File: src/rtl/ita_input_writer_pkg.sv
// ita_input_writer_pkg: shared ITA sizes and types used by the input writer
package ita_input_writer_pkg;
    localparam int unsigned E = 64;
    localparam int unsigned S = 64;
    localparam int unsigned WI = 8;
    localparam int unsigned InWriterBeatBytes = 8;
    typedef logic [$clog2(S+1)-1:0] seq_length_t;
    typedef struct packed {
        logic [$clog2(S)-1:0] addr;
        logic [E-1:0][WI-1:0] data;
    } write_port_t;
    typedef logic [InWriterBeatBytes-1:0][WI-1:0] inp_beat_t;
    typedef enum logic [1:0] {IDLE, RUN, DONE} in_writer_state_e;
endpackage

File: src/rtl/ita_input_writer.sv
// ita_input_writer: assembles input beats into E-byte rows and writes them to the input buffer
module ita_input_writer
    import ita_input_writer_pkg::*;
#(
    parameter int unsigned BeatBytes = InWriterBeatBytes
) (
    input  logic                    clk_i,
    input  logic                    rst_i,
    input  logic                    start_i,
    input  seq_length_t             seq_length_i,
    input  logic                    inp_valid_i,
    output logic                    inp_ready_o,
    input  logic [BeatBytes*WI-1:0] inp_data_i,
    output logic                    write_valid_o,
    input  logic                    write_ready_i,
    output write_port_t             write_o,
    output logic                    busy_o,
    output logic                    done_o
);
    localparam int unsigned Beats = E / BeatBytes;
    localparam int unsigned CntW = Beats > 1 ? $clog2(Beats) : 1;
    localparam int unsigned AddrW = $clog2(S);

    if (E % BeatBytes != 0) begin : g_beat_check
        $error("E must be a multiple of BeatBytes");
    end

    in_writer_state_e state_q, state_d;
    seq_length_t seq_q, rows_in_q, rows_out_q, seq_sat;
    logic [CntW-1:0] beat_q;
    logic [Beats-1:0][BeatBytes*WI-1:0] asm_q, row;
    logic last, acc, wr_hs;

    assign seq_sat = seq_length_i > seq_length_t'(S) ? seq_length_t'(S) : seq_length_i;
    assign last = beat_q == CntW'(Beats - 1);
    // The last beat of a row may only enter when the output register is free or draining this cycle
    assign inp_ready_o = state_q == RUN && rows_in_q < seq_q && (!last || !write_valid_o || write_ready_i);
    assign acc = inp_valid_i && inp_ready_o;
    assign wr_hs = write_valid_o && write_ready_i;

    // Completed row: assembled lanes plus the beat arriving now in the top lane
    always_comb begin
        row = asm_q;
        row[Beats-1] = inp_data_i;
    end

    // Next state and status outputs
    always_comb begin
        state_d = state_q;
        if (state_q == IDLE && start_i) state_d = seq_sat == '0 ? DONE : RUN;
        else if (state_q == RUN && wr_hs && rows_out_q == seq_q - seq_length_t'(1)) state_d = DONE;
        else if (state_q == DONE) state_d = IDLE;
        busy_o = state_q != IDLE;
        done_o = state_q == DONE;
    end

    // State register
    always_ff @(posedge clk_i or posedge rst_i) begin
        if (rst_i) state_q <= IDLE;
        else state_q <= state_d;
    end

    // Counters, assembly buffer and output register
    always_ff @(posedge clk_i or posedge rst_i) begin
        if (rst_i) begin
            seq_q <= '0;
            rows_in_q <= '0;
            rows_out_q <= '0;
            beat_q <= '0;
            asm_q <= '0;
            write_o <= '0;
            write_valid_o <= 1'b0;
        end else begin
            if (state_q == IDLE && start_i) begin
                seq_q <= seq_sat;
                rows_in_q <= '0;
                rows_out_q <= '0;
                beat_q <= '0;
            end
            if (acc) beat_q <= last ? '0 : beat_q + 1'b1;
            if (acc && !last) asm_q[beat_q] <= inp_data_i;
            if (acc && last) begin
                write_o.addr <= rows_in_q[AddrW-1:0];
                write_o.data <= row;
                rows_in_q <= rows_in_q + 1'b1;
            end
            if (wr_hs) rows_out_q <= rows_out_q + 1'b1;
            if (acc && last) write_valid_o <= 1'b1;
            else if (wr_hs) write_valid_o <= 1'b0;
        end
    end
endmodule

File: config.mk
export PLATFORM = sky130hd
export DESIGN_NAME = ita_input_writer
export DESIGN_NICKNAME = d
export VERILOG_FILES = /design/src/rtl/ita_input_writer_pkg.sv /design/src/rtl/ita_input_writer.sv
export SDC_FILE = /design/constraint.sdc
export NUM_CORES = 2
export LEC_CHECK = 0
export CAP_MARGIN = 20
export CORE_MARGIN = 1.5
export CORE_UTILIZATION = 48
export CTS_CLUSTER_DIAMETER = 30
export DETAILED_ROUTE_END_ITERATION = 16
export PLACE_DENSITY = 0.74
export RECOVER_POWER = 100
export SLEW_MARGIN = 10
export SYNTH_ARGS = -nofsm -noshare
export SYNTH_HDL_FRONTEND = slang
export SYNTH_SLANG_ARGS = --single-unit
File: constraint.sdc
create_clock -name clk_i -period 35.5 [get_ports clk_i]
set_input_delay 7.1 -clock clk_i [delete_from_list [all_inputs] [get_ports clk_i]]
set_output_delay 7.1 -clock clk_i [all_outputs]
set_load 0.05 [all_outputs]
## Word-level counts from Yosys, hierarchy flattened

Index checks and enable logic that the tools add are counted.

- Register bits: 1057
- Bits of input ports: 76
- Output and inout bits: 522
- Word-level logic and storage cells: 129

- Add/sub/neg operators: 4
- Order comparisons: 4
- Equal/unequal tests: 4
- Mux-type cells: 16
- Reductions and logical operators: 22

Operators with widths:

| cell | number |
|---|---|
| 512-bit bitwise mux | 1 |
| 64-bit demux with 3-bit select | 1 |
| 64-bit 2-to-1 mux | 1 |
| 7-bit 2-to-1 mux | 4 |
| 7-bit by 1-bit adder with 7-bit output (second input constant) | 2 |
| 1-bit logical AND | 10 |
| 2-bit nonzero test | 5 |
| 3-bit 2-to-1 mux | 3 |
| 2-bit 2-to-1 mux | 4 |
| 7-bit == test | 1 |
| 7-bit > comparator (second input constant) | 1 |
| 7-bit logical NOT | 1 |
| 7-bit less-than comparator | 1 |
| 7-bit by 1-bit subtractor with 7-bit output (second input constant) | 1 |
| 3-bit by 4-bit less-than comparator with 1-bit output (second input constant) | 1 |
| 3-bit by 1-bit adder with 3-bit output (second input constant) | 1 |
| 3-bit == test (second input constant) | 1 |
| 3-bit by 1-bit greater-or-equal comparator with 1-bit output (second input constant) | 1 |
| 3-bit nonzero test | 1 |
| 2-bit by 1-bit == test with 1-bit output (second input constant) | 1 |
| 2-bit == test (second input constant) | 1 |
| 1-bit logical NOT | 2 |
| 2-bit logical NOT | 1 |
| 1-bit logical OR | 2 |
| 1-bit 2-to-1 mux | 2 |

## Logic depth before layout (Yosys ltp)

- Depth after elaboration: 8
- Mapped depth: 10
- Mapped depth without buffers: 7

## Worst setup path before layout

No wires, ideal clock.

- Kind: in2out
- Start point: input write_ready_i
- End point: output inp_ready_o
- Data arrival time: 8193 ps
- Data required time: 28400 ps
- Path slack: 20207 ps
- Stages: 5
- Buffers on the path: 1
- Cells stage by stage: nand3b_1 > o21ai_0 > nor2_4 > buf_4 > and2_1

- Cells in the longest elaborated chain, start to end: 2

Ends and longest elaborated chain:

| element | RTL line | source |
|---|---|---|
| start: declaration | ita_input_writer.sv:15 | `input logic write_ready_i,` |
| 1-bit logical OR | ita_input_writer.sv:37 | `assign inp_ready_o = state_q == RUN && rows_in_q < seq_q && (!last \|\| !write_valid_o \|\| write_ready_i);` |
| 1-bit logical AND | ita_input_writer.sv:37 |  |
| end: declaration | ita_input_writer.sv:12 | `output logic inp_ready_o,` |

No other way between the ends.

==> results.yml <==
finish:
  nFillCells: 5351
  area_delta_synth_final_pct: 34.9
  final_cells: 4118
  nNetsFinal: 3015
  drive_above_1_share_pct: 39.9
  finish.utilization_pct: 65.3
synthesis:
  synthCells: 2235
  synthAdderAreaFrac_pct: 0.367
  synth_nets: 2322
  synthDistinctLibCells: 49
  synth-compound-area-share_pct: 0.763
  synth-xor-area-share_pct: 0.233
  synth.avg_cell_area_um2: 16.8
  async_reset_ff_share_pct: 100
  synth-seq-cells: 993
  synth_area_um2: 37500
  ys_warn_count: 0
  synth-simple-area-share_pct: 1.53
  ys_dominant_reg_cell: "dfrtp_1"
  synth_mux_area_share_pct: 29.1
  synth_edf_count: 0
  synth_top_family_by_area: "multiplexers"
  ys_seq_area_share_pct: 66.2
power_and_ir_drop:
  switchingPower_mw: 1.96
  p_int_mw: 3.41
  seqPwrFrac_pct: 33.7
  power_leakage_nw: 25.1
  switching_share_pct: 36.5
  irDropWorstVdd_uv: 76.6
  powerDensity_nw_per_um2: 106
  power_frac_comb_pct: 33.5
  clock_power_share_pct: 32.8
clock_tree:
  clock_latency_ns: 0.75
  cts_tree: "built"
  h-tree-depth: 4
  hold_buffers: 0
  clk_pin_slew_worst_paths_ns: 0.05
  cts_resized: 0
  post_cts_buffers: 0
  cts.sinks: 993
  clockBufferDepth: 3
  cts_buffers: 177
  cts-root-buf: "clkbuf_16"
critical_path:
  cp_common_cell: "clkbuf_1"
  r2r_slack_ns: 23.68
  crit_slowest_cell: "clkbuf_1"
  worstReg2RegStart: "beat_q[1]"
  crit_path_max_incr_delay_ns: 5.84
  cp_cell_sequence: "dlygate4sd3_1, clkinvlp_2, clkbuf_1, clkbuf_1"
  path_class: "primary input to asynchronous set/reset pin"
  startpoint_type: "primary input"
  worstPathArrival_ns: 19.61
  ff2ff_path_depth: 8
  crit_fanout: 164
  r2r_end: "write_o[14]"
  end_kind: "asynchronous set/reset pin"
  worstPathRequired_ns: 34.25
status:
  status: "finished, violations left"
  failed_checks: "max-capacitance violations, max-slew violations"
die:
  pin_count: 598
  row_count: 102
  core-area_um2: 77500
  start_util_pct: 48.5
  die-width_um: 283
  die_h_um: 283
  dieArea_um2: 79900
grt:
  grt_max_degree: 192
  grt_pass1_wl_mm: 145
  grt_pass1_vias: 23787
  antenna_found_initial: 0
  grtUsageTotal_pct: 24.1
  grt-ovfl-total: 0
timing:
  period_minus_slack_ns: 20.86
  rsz0062_at_grt: "false"
  fin_setup_tns_ns: 0
  fin_skew_ns: 0.0663
  slew_headroom_pct: -588
  hold_slack_ns: 0.443
  clock.fmax_ghz: 0.0479
  fin_crit_sh_pct: 58.8
  worst_slew_pin_slew_ns: 10.31
  maxSlewViolCount: 1766
  setup_viol: 0
  hold_viol: 0
routing:
  routedWlPerCell_um: 23.3
  routed_wl_mm: 95.9
  drc: 0
  post_drt_via_cell_ratio: 5.31
  drt_iter0_drc: 1069
  vias: 21865
  drt-pass1-iter-count: 5
  antenna_left: 0
place:
  dp.cells: 3788
  dp_hpwl_mm: 60.1
  gp_congestion: 0.806
  port_buffers: 597
worst_hold_path:
  holdPathEnd: "write_o[96]"
  hold_path.class: "register to register"
  hold_depth: 1
  hp-start: "asm_q[96]"
run:
  max_cap_violations: 29
## power groups by stage
stage | Sequential, mW | Combinational (mW) | Clock [mW]
after floorplan | 2.48 | 0.553 | 0
after global placement | 1.79 | 1.82 | 0
after detailed placement | 1.83 | 1.87 | 0
after CTS | 1.82 | 1.88 | 1.79
after global routing | 1.87 | 1.87 | 1.85
final | 1.81 | 1.80 | 1.76
## worst max path at each step
stage	from	cells past startpoint	slack, ns	to
after detailed placement	write_ready_i	6	18.88	inp_ready_o
after floorplan	rst_i	1	0.46	asm_q[0]
after global placement	write_ready_i	6	18.83	inp_ready_o
after global routing	rst_i	4	11.62	asm_q[232]
final	rst_i	4	14.64	asm_q[232]
after CTS	write_ready_i	6	18.84	inp_ready_o
## routing by layer
| layer | GRT usage, % | vias to the layer above | share of wire (%) |
|---|---|---|---|
| met2 | 40.7 | 676 | 51 |
| met5 | 0 | - | 0 |
| met1 | 28.6 | 11561 | 39 |
| met3 | 7.77 | 199 | 7.3 |
| li1 | - | 9429 | - |
| met4 | 9.39 | 0 | 3.6 |
## per-stage QoR
step	total power, mW	instance area [um2]	setup slack (ns)
floorplan	3.04	37500	0.462
global placement	3.62	44400	18.83
detailed placement	3.69	44400	18.88
CTS	5.49	50900	18.84
global route	5.59	50600	11.62
finish	5.37	50600	14.64
## worst max-delay path, delay by kind of cell
kind / cells / cell delay, ns
buffers and inverters: 4 / 12.12
## registers in the layout, indices dropped and copies added, names as in the netlist
name           flops
beat_q             3
asm_q            448
write_valid_o      1
write_o          518
rows_in_q          7
state_q            2
rows_out_q         7
seq_q              7
## cell families after synthesis
logic type,after synthesis
fa+ha+maj,11
xor+xnor,10
compound gates,46
mux,970
flops,993
buf+inv,120
simple gates,85
## layout by cell type, fill, tap and decap left out, drive strengths merged, types with 3 or more instances in the layout
cell type	instances
clkdlybuf4s50	72
xor2	4
inv	26
xnor2	6
mux2	966
nand3	10
dlygate4sd3	525
nor2	6
clkinvlp	23
or2	8
clkinv	47
a21oi	3
nand3b	8
mux2i	4
o211ai	4
clkbuf	246
o21ai	23
dfrtp	993
nand2	22
nand4	7
nor3	7
ha	11
or4	3
bufinv	22
## synthesized netlist by cell type, drive strengths merged (3+ instances only)
library cell  number  area [um2]
nor2               6        32.5
nand3b             8        60.1
or2                8        50.1
or4                3        22.5
mux2             966       10900
inv               14        52.6
a21oi              3        15.0
ha                11         138
clkbuf             5        18.8
nand3             10        87.6
o21ai             23         115
xor2               4        35.0
dfrtp            993       24800
mux2i              4        40.0
xnor2              6        52.6
nor3               7        35.0
buf              101         611
nand2             22        82.6
o211ai             4        30.0
nand4              7         104
## cell type report
class,count,area [um2],area share (%)
clock buffers,224,4940,9.75
flip-flops and latches,993,24800,49.1
inverters,14,53.8,0.106
repair buffers,620,6080,12.0
well taps,1040,1300,2.57
clock inverters,104,1500,2.97
diodes,1,2.50,0.00494
multi-input cells,1122,11900,23.5
Power figures use the tool's default switching activity.
